--- config.mk ---
export PLATFORM = sky130hd
export DESIGN_NAME = pattern_scan_ctrl_flat
export DESIGN_NICKNAME = d
export VERILOG_FILES = /design/src/rtl/pattern_scan_ctrl_pkg.sv /design/src/rtl/pattern_scan_ctrl_if.sv /design/src/rtl/pattern_match_core.sv /design/src/rtl/pattern_scan_ctrl.sv /design/src/flat_wrapper.sv
export SDC_FILE = /design/constraint.sdc
export NUM_CORES = 1
export LEC_CHECK = 0
export BUFFER_PORTS_ARGS = -buffer_cell sky130_fd_sc_hd__buf_4
export CAP_MARGIN = 20
export CORE_MARGIN = 2
export CORE_UTILIZATION = 40
export CTS_CLUSTER_DIAMETER = 120
export DETAILED_ROUTE_END_ITERATION = 12
export PLACE_DENSITY = 0.57
export SETUP_SLACK_MARGIN = 0.1
export SLEW_MARGIN = 10
export SYNTH_ARGS = -nofsm -noshare
export SYNTH_HDL_FRONTEND = slang
export SYNTH_SLANG_ARGS = --single-unit
export TNS_END_PERCENT = 50
--- constraint.sdc ---
create_clock -name clk -period 2.6 [get_ports clk]
set_input_delay 0.52 -clock clk [delete_from_list [all_inputs] [get_ports clk]]
set_output_delay 0.52 -clock clk [all_outputs]
set_load 0.01 [all_outputs]
--- src/rtl/pattern_scan_ctrl_pkg.sv ---
// Shared types and constants for the pattern scan controller and its match core.
package pattern_scan_pkg;

    localparam int PAT_MAX = 8;
    localparam int FRAME_W = 16;
    localparam int CNT_W   = 8;
    localparam int LEN_W   = $clog2(PAT_MAX) + 1;

    typedef enum logic [1:0] {
        IDLE = 2'd0,
        RUN  = 2'd1,
        DONE = 2'd2
    } state_e;

    // Out of reset the detector looks for "0 then 1".
    localparam logic [PAT_MAX-1:0] RST_PAT = PAT_MAX'(2'b01);
    localparam logic [LEN_W-1:0]   RST_LEN = LEN_W'(2);

endpackage

--- src/rtl/pattern_scan_ctrl_if.sv ---
// Configuration, command, serial stream and status bundle of the pattern scan controller.
interface pattern_scan_ctrl_if;
    import pattern_scan_pkg::*;

    logic                 cfg_we;
    logic [PAT_MAX-1:0]   cfg_pat;
    logic [LEN_W-1:0]     cfg_len;
    logic                 start;
    logic [FRAME_W-1:0]   frame_len;
    logic                 x_valid;
    logic                 x;
    logic                 x_ready;
    logic                 hit;
    logic [CNT_W-1:0]     match_cnt;
    logic                 busy;
    logic                 done;
    logic                 err;

    modport master (
        output cfg_we, cfg_pat, cfg_len, start, frame_len, x_valid, x,
        input  x_ready, hit, match_cnt, busy, done, err
    );

    modport slave (
        input  cfg_we, cfg_pat, cfg_len, start, frame_len, x_valid, x,
        output x_ready, hit, match_cnt, busy, done, err
    );

endinterface

--- src/rtl/pattern_match_core.sv ---
// Bit-serial match core: history shift register, fill counter and length-masked compare.
// OVERLAP_EN defined keeps fill across matches so matches may overlap.
module pattern_match_core
    import pattern_scan_pkg::*;
(
    input  logic               clk,
    input  logic               rst,
    input  logic               shift_en_i,
    input  logic               bit_i,
    input  logic               clr_i,
    input  logic [PAT_MAX-1:0] pat_i,
    input  logic [LEN_W-1:0]   len_i,
    output logic               match_o
);

    // Only PAT_MAX-1 old bits are kept; the incoming bit completes the compare window.
    logic [PAT_MAX-2:0] hist_q, hist_d;
    logic [LEN_W-1:0]   fill_q, fill_d;
    logic [PAT_MAX-1:0] window;
    logic [PAT_MAX-1:0] mask;
    logic [LEN_W:0]     fill_inc;

    assign window   = {hist_q, bit_i};
    assign fill_inc = {1'b0, fill_q} + (LEN_W+1)'(1);

    always_comb begin
        mask = '0;
        for (int i = 0; i < PAT_MAX; i++) begin
            mask[i] = (LEN_W'(i) < len_i);
        end
    end

    assign match_o = shift_en_i
                   && (fill_inc >= {1'b0, len_i})
                   && (((window ^ pat_i) & mask) == '0);

    always_comb begin
        hist_d = hist_q;
        fill_d = fill_q;
        if (clr_i) begin
            hist_d = '0;
            fill_d = '0;
        end else if (shift_en_i) begin
            hist_d = window[PAT_MAX-2:0];
`ifdef OVERLAP_EN
            if (fill_q != LEN_W'(PAT_MAX)) begin
                fill_d = fill_q + LEN_W'(1);
            end
`else
            if (match_o) begin
                fill_d = '0;
            end else if (fill_q != LEN_W'(PAT_MAX)) begin
                fill_d = fill_q + LEN_W'(1);
            end
`endif
        end
    end

    always_ff @(posedge clk) begin
        if (rst) begin
            hist_q <= '0;
            fill_q <= '0;
        end else begin
            hist_q <= hist_d;
            fill_q <= fill_d;
        end
    end

endmodule

--- src/rtl/pattern_scan_ctrl.sv ---
// Frame-level controller: config/start handling, frame countdown, match counting and status pulses.
// Match overlap behaviour follows OVERLAP_EN inside pattern_match_core.
module pattern_scan_ctrl
    import pattern_scan_pkg::*;
(
    input  logic                clk,
    input  logic                rst,
    pattern_scan_ctrl_if.slave  bus
);

    // state | meaning
    // IDLE  | accept cfg_we and start, validate stored config
    // RUN   | pull frame bits from the serial stream
    // DONE  | one-cycle done pulse, then back to IDLE
    localparam logic [1:0] S_IDLE = IDLE;
    localparam logic [1:0] S_RUN  = RUN;
    localparam logic [1:0] S_DONE = DONE;

    logic [1:0]         state_q, state_d;
    logic [PAT_MAX-1:0] cfg_pat_q, cfg_pat_d;
    logic [LEN_W-1:0]   cfg_len_q, cfg_len_d;
    logic [FRAME_W-1:0] remaining_q, remaining_d;
    logic [CNT_W-1:0]   match_cnt_q, match_cnt_d;
    logic               hit_q, hit_d;
    logic               err_q, err_d;

    logic cfg_valid;
    logic core_clr;
    logic core_shift;
    logic core_match;

    assign cfg_valid = (cfg_len_q != '0) && (cfg_len_q <= LEN_W'(PAT_MAX));

    pattern_match_core u_core (
        .clk        (clk),
        .rst        (rst),
        .shift_en_i (core_shift),
        .bit_i      (bus.x),
        .clr_i      (core_clr),
        .pat_i      (cfg_pat_q),
        .len_i      (cfg_len_q),
        .match_o    (core_match)
    );

    always_comb begin
        state_d     = state_q;
        cfg_pat_d   = cfg_pat_q;
        cfg_len_d   = cfg_len_q;
        remaining_d = remaining_q;
        match_cnt_d = match_cnt_q;
        hit_d       = 1'b0;
        err_d       = 1'b0;
        core_clr    = 1'b0;
        core_shift  = 1'b0;
        case (state_q)
            S_IDLE: begin
                if (bus.cfg_we) begin
                    cfg_pat_d = bus.cfg_pat;
                    cfg_len_d = bus.cfg_len;
                end
                // start checks the length already stored, not one written this cycle
                if (bus.start) begin
                    if (!cfg_valid) begin
                        err_d = 1'b1;
                    end else begin
                        core_clr    = 1'b1;
                        match_cnt_d = '0;
                        remaining_d = bus.frame_len;
                        state_d     = (bus.frame_len == '0) ? S_DONE : S_RUN;
                    end
                end
            end
            S_RUN: begin
                if (bus.x_valid) begin
                    core_shift  = 1'b1;
                    remaining_d = remaining_q - FRAME_W'(1);
                    if (core_match) begin
                        hit_d = 1'b1;
                        if (match_cnt_q != '1) begin
                            match_cnt_d = match_cnt_q + CNT_W'(1);
                        end
                    end
                    if (remaining_q == FRAME_W'(1)) begin
                        state_d = S_DONE;
                    end
                end
            end
            S_DONE: begin
                state_d = S_IDLE;
            end
            default: begin
                state_d = S_IDLE;
            end
        endcase
    end

    always_ff @(posedge clk) begin
        if (rst) begin
            state_q     <= S_IDLE;
            cfg_pat_q   <= RST_PAT;
            cfg_len_q   <= RST_LEN;
            remaining_q <= '0;
            match_cnt_q <= '0;
            hit_q       <= 1'b0;
            err_q       <= 1'b0;
        end else begin
            state_q     <= state_d;
            cfg_pat_q   <= cfg_pat_d;
            cfg_len_q   <= cfg_len_d;
            remaining_q <= remaining_d;
            match_cnt_q <= match_cnt_d;
            hit_q       <= hit_d;
            err_q       <= err_d;
        end
    end

    assign bus.x_ready   = (state_q == S_RUN);
    assign bus.busy      = (state_q != S_IDLE);
    assign bus.done      = (state_q == S_DONE);
    assign bus.hit       = hit_q;
    assign bus.err       = err_q;
    assign bus.match_cnt = match_cnt_q;

endmodule

--- src/flat_wrapper.sv ---
// flat-port wrapper written by rule: the top's interface ports become plain ports
module pattern_scan_ctrl_flat import pattern_scan_pkg::*;
  (clk, rst, bus_cfg_we, bus_cfg_pat, bus_cfg_len, bus_start, bus_frame_len, bus_x_valid, bus_x, bus_x_ready, bus_hit, bus_match_cnt, bus_busy, bus_done, bus_err);
  pattern_scan_ctrl_if bus_i ();
  input  logic clk;
  input  logic rst;
  input wire logic [$bits(bus_i.cfg_we)-1:0] bus_cfg_we;
  input wire logic [$bits(bus_i.cfg_pat)-1:0] bus_cfg_pat;
  input wire logic [$bits(bus_i.cfg_len)-1:0] bus_cfg_len;
  input wire logic [$bits(bus_i.start)-1:0] bus_start;
  input wire logic [$bits(bus_i.frame_len)-1:0] bus_frame_len;
  input wire logic [$bits(bus_i.x_valid)-1:0] bus_x_valid;
  input wire logic [$bits(bus_i.x)-1:0] bus_x;
  output wire logic [$bits(bus_i.x_ready)-1:0] bus_x_ready;
  output wire logic [$bits(bus_i.hit)-1:0] bus_hit;
  output wire logic [$bits(bus_i.match_cnt)-1:0] bus_match_cnt;
  output wire logic [$bits(bus_i.busy)-1:0] bus_busy;
  output wire logic [$bits(bus_i.done)-1:0] bus_done;
  output wire logic [$bits(bus_i.err)-1:0] bus_err;
  assign bus_i.cfg_we = bus_cfg_we;
  assign bus_i.cfg_pat = bus_cfg_pat;
  assign bus_i.cfg_len = bus_cfg_len;
  assign bus_i.start = bus_start;
  assign bus_i.frame_len = bus_frame_len;
  assign bus_i.x_valid = bus_x_valid;
  assign bus_i.x = bus_x;
  assign bus_x_ready = bus_i.x_ready;
  assign bus_hit = bus_i.hit;
  assign bus_match_cnt = bus_i.match_cnt;
  assign bus_busy = bus_i.busy;
  assign bus_done = bus_i.done;
  assign bus_err = bus_i.err;
  pattern_scan_ctrl u_core (.clk(clk), .rst(rst), .bus(bus_i));
endmodule
---- After elaboration in Yosys (flattened, before gate mapping) ----
Index checks and enable logic that the tools add are counted.
storage, ports and cells
  register bits after elaboration ......... 51
  output and inout bits ................... 13
  logic and storage cells ................. 83
operators by class
  $add $sub $neg .......................... 4
  magnitude comparators ................... 10
  bitwise operators ....................... 6
  equal/unequal tests ..................... 11
  multiplexer cells ....................... 25
  reduce and logical (&&, ||, !) cells .... 18
operators with widths
  operator               number
  $mux 16                3
  $mux 8                 5
  $pmux 16 s2            1
  $eq 16x1->1 const B    1
  $logic_not 16->1       1
  $lt 3x4->1 const A     4
  $pmux 8 s2             1
  $sub 16x1->16 const B  1
  $mux 2                 5
  $add 8x1->8 const B    1
  $and 8x8->8            1
  $logic_not 8->1        1
  $lt 1x4->1 const A     2
  $lt 2x4->1 const A     2
  $mux 4                 2
  $ne 2x1->1 const B     4
  $ne 8x8->1 const B     1
  $reduce_and 4->1       2
  $xor 8x8->8            1
  $mux 1                 7
  $reduce_and 6->1       1
  $reduce_bool 2->1      3
  $reduce_or 3->1        2
  $add 4x1->5 const B    1
  14 further kinds       21

---- Logic depth before layout (Yosys ltp) ----
  word-level depth ........................ 7
  gate-level depth with buffers ........... 8

---- By module ----
From an unflattened synthesis, not the netlist that was laid out.
unflattened totals
  cell total of the unflattened synthesis .. 353
  area, all modules ....................... 2,866.5 sq um
by module, submodules not included
  module              times used  area an instance (sq um)  cells each
  pattern_scan_ctrl   1           2,119.5                   269
  pattern_match_core  1           747.0                     84

---- Least setup slack after synthesis ----
No wires, ideal clock.
  path kind ............................... reg-to-reg
  start ................................... register u_core.u_core.fill_q[0]
  end ..................................... register u_core.match_cnt_q[5] (netlist: u_core.bus.match_cnt[5])
  path slack .............................. 0.278 ns
  cell stages (with the launch flop) ...... 9
  arrival time ............................ 2.252 ns
  path through ............................ dfxtp_1 inv_1 ha_1 ha_1 a211oi_1 o21ai_0 nand3_2 or4_1 a21oi_1
between the ends
  cells in the longest elaborated chain, start to end .. 6
ends and longest elaborated chain
  what                               line                      source
  start, declared                    pattern_match_core.sv:18  logic [LEN_W-1:0] fill_q, fill_d;
  start signal, assigned             pattern_match_core.sv:65  fill_q <= fill_d;
  $add 4x1->5                        pattern_match_core.sv:24  assign fill_inc = {1'b0, fill_q} + (LEN_W+1)'(1);
  $ge 5x4->1                         pattern_match_core.sv:34  && (fill_inc >= {1'b0, len_i})
  $logic_and 1x1->1                  pattern_match_core.sv:34
  $logic_and 1x1->1                  pattern_match_core.sv:35  && (((window ^ pat_i) & mask) == '0);
  $ne 2x1->1 (no source line)        -
  $reduce_and 6->1 (no source line)  -
  end signal, assigned               pattern_scan_ctrl.sv:111  match_cnt_q <= match_cnt_d;
  end, declared                      pattern_scan_ctrl.sv:23   logic [CNT_W-1:0] match_cnt_q, match_cnt_d;
Every way passes these cells.
A chain may end at the register's enable or synchronous reset.

---- Final worst setup path ----
  start ................................... register u_core.u_core.fill_q[0]
  end ..................................... register u_core.match_cnt_q[4] (netlist: u_core.bus.match_cnt[4])
The elaborated chain is that of the path after synthesis.

==> results by group <==
Worst setup path
  – Crit path top cell by count: ha_1
  – Arr. time, crit path: 2580 ps
  – Worst R2R Start: u_core.u_core.fill_q[0]
  – Crit. Startpoint: u_core.u_core.fill_q[0]
  – Max incr delay on CP: 540 ps
  – Worst-path cell chain: inv_1 -> ha_1 -> ha_1 -> a211oi_1 -> o21ai_1 -> nand4_2 -> or4_1 -> nand2_1
  – Setup CP Type: reg -> reg
  – Crit end category: flip-flop
  – CP max-delay cell: or4_1
  – Worst EP required: 2850 ps
  – Critical Path Source Type: flip-flop
  – Largest fanout on the critical path: 10

Power and ir drop
  – Static leakage: 1.288 nW
  – PwrDens: 620.4 mW/mm²
  – Switching share of power: 0.3355
  – VDD IR max: 0.0002894 V
  – Reg power frac: 0.442
  – P_sw: 0.6982 mW
  – Int Pwr: 1.383 mW
  – Clock Power Share: 0.271
  – Gate power share: 0.287

Floorplanning
  – Ports: 47
  – Die footprint: 0.007607 mm²
  – Die Ht: 87.22 µm
  – Initial Utilization: 0.4100
  – Die W: 87.22 µm
  – # rows: 30
  – CORE AREA: 0.006756 mm²

Logic synthesis
  – Dominant cells by area after synthesis: dfxtp_1, a21oi_1, nand2_1
  – Net Count, Synth: 405
  – FF+latch count, synth: 51
  – Synth Instances: 362
  – Mean Syn Cell Area: 7.652 µm²
  – Ys flop type: dfxtp_1
  – Post-synth EDFFs: 0
  – Async S/R FF share, synth: 0
  – Part of the Yosys area used for sequential elements: 0.3686
  – Post-synth top area share: 0.3686
  – Cell accounting for the most synthesized area: dfxtp_1
  – Post-Syn Area: 0.002770 mm²
  – Count of different cell masters after synthesis: 49
  – Synth warn: 0

Timing
  – Final clock skew: 7.756 ps
  – Final setup vio count: 0
  – Worst-margin pin slew: 504.1 ps
  – Period utilization: 0.8975
  – Hold slack: 422.1 ps
  – Final hold vios: 0
  – Max Freq: 428.5 MHz
  – Relative slew slack: 0.6613
  – Final slew viol count: 0
  – RSZ-0062 raised after global routing: true
  – Total Negative Setup Slacks: 0 ps
  – Tmin final: 2334 ps

Drt
  – Drt first pass iters: 4
  – Drt drc: 0
  – Antenna Violating Nets Remaining: 0
  – Vias: 2728
  – Via-to-Cell Ratio: 5.556
  – DR WL/cell: 14.75 µm
  – Starting DRT DRC Count: 195
  – Routed WL: 7.241 mm

Global route
  – Initial antenna violation count: 0
  – Total track usage: 0.1959
  – Pin count of the biggest net entering global routing: 38
  – Number of global-route vias before repair: 2457
  – GRT overflow: 0
  – First-pass GRT wire length: 11.92 mm

CTS
  – Worst-Skew Late Latency: 300 ps
  – Sink Count: 51
  – Inserted Clock Buffers: 5
  – Worst-path clk slew: 100 ps
  – Bufs on Longest Clock Path: 2
  – CTS HTree Levels: 2
  – Root Buffer: clkbuf_8
  – TritonCTS clock tree: done

Placed design
  – Placed inst area: 0.003218 mm²
  – RePlAce Congestion: 0.8059
  – HPWL Detailed: 5.193 mm
  – Port-buffer cells: 46

Hold path
  – Hold path startpoint: bus_cfg_pat[0]
  – Worst Hold Class: in -> reg

Final layout
  – Final Net Count: 453
  – # diodes: 0
  – Commonest non-fill, non-tap cell in the layout: nand2_1
  – Fillers: 670
  – Post-route cell area: 0.003354 mm²
  – Most frequent cells in the layout: nand2_1, buf_4, dfxtp_1
  – Fraction of layout cells with a size suffix above 1: 0.1873
  – Area delta synth->final: 21.09%

Outcome
  – Outcome: finished, final reports clean

Flow run
  – Max-Cap Viols: 0
## cell usage after synthesis (all sizes together) (6+ instances only)
| cell | n |
|---|---|
| dfxtp | 51 |
| or3 | 6 |
| clkbuf | 15 |
| xnor2 | 9 |
| nor3 | 13 |
| a21oi | 45 |
| nand2 | 60 |
| nand4 | 6 |
| nor2 | 33 |
| a211oi | 6 |
| ha | 9 |
| nor4 | 9 |
| o21ai | 23 |
| nand3 | 9 |
| inv | 10 |
| or4 | 6 |
## cells by family after synthesis
| family | count (synthesis) | share of synthesized area |
|---|---|---|
| xor gates and xnor gates | 10 | 0.03162 |
| muxes | 1 | 0.003614 |
| AOI/OAI and AO/OA | 100 | 0.2173 |
| buffers and inverters | 28 | 0.03839 |
| DFF | 51 | 0.3686 |
| and+or+nand+nor | 163 | 0.2999 |
| adders and majority gates | 9 | 0.04065 |
## stage by stage
step | setup WS, ps | total power [mW] | util | cells
after global routing | 73.89 | 2.213 | 0.4965 | 491
final | 266.5 | 2.081 | 0.4965 | 491
after global placement | 124.0 | 1.520 | 0.4763 | 480
after floorplan | 278.1 | 1.324 | - | 362
after CTS | 139.4 | 2.092 | 0.4930 | 488
after detailed placement | 32.17 | 1.526 | 0.4763 | 480
## what timing repair did
| action | in CTS | in global routing |
|---|---|---|
| setup buffers | 0 | 3 |
| endpoints found under the hold margin | 0 | 0 |
| hold buffers | 0 | 0 |
| pin swaps | 0 | 1 |
| resized for setup | 1 | 1 |
| setup endpoints to repair | 2 | 6 |
## routing by layer
layer,GRT usage,part of all wire,up-vias
met5,0,0,-
met4,0.05315,0.011,0
met3,0.03507,0.045,9
met2,0.2908,0.44,68
met1,0.2903,0.51,1254
li1,-,-,1397
## state kept, by name, indices dropped and copies added, names as in the netlist
name / flops
u_core.bus.match_cnt: 8
u_core.cfg_len_q: 4
u_core.remaining_q: 16
u_core.state_q: 2
u_core.u_core.hist_q: 7
u_core.u_core.fill_q: 4
u_core.cfg_pat_q: 8
u_core.bus.hit: 1
u_core.bus.err: 1
## area by class of cell
| cell class | instances | area, µm² | share of cell area |
|---|---|---|---|
| Clock inverter | 3 | 43.79 | 0.01305 |
| Tap cell | 80 | 100.1 | 0.02984 |
| Clock buffer | 5 | 68.82 | 0.02051 |
| Timing Repair Buffer | 58 | 435.4 | 0.1298 |
| Sequential cell | 51 | 1022 | 0.3047 |
| Inverter | 11 | 41.29 | 0.01231 |
| Multi-Input combinational cell | 283 | 1643 | 0.4897 |
## power by group through the flow
stage	Sequential (mW)	Clock [mW]	Combinational [mW]
6_report	0.919	0.564	0.598
5_1_grt	0.931	0.618	0.664
4_1_cts	0.917	0.582	0.593
3_5_place_dp	0.935	0	0.591
3_3_place_gp	0.934	0	0.586
2_1_floorplan	0.913	0	0.411
## critical path, delay by kind of cell (launching register included)
kind	cells	cell delay, ps
and+or+nand+nor	3	900
buffers and inverters	1	70
AOI/OAI and AO/OA	2	340
adders and majority gates	2	600
DFF	1	390
## path summary, 6_finish.rpt
path / end / depth (start not counted) / slack [ps]
min: u_core.cfg_pat_q[0] / 3 / 420
max: u_core.bus.match_cnt[4] / 8 / 270
max reg2reg: u_core.bus.match_cnt[4] / 8 / 270
min reg2reg: u_core.remaining_q[13] / 2 / 460
Note: power is estimated with default switching activity, not from simulation.
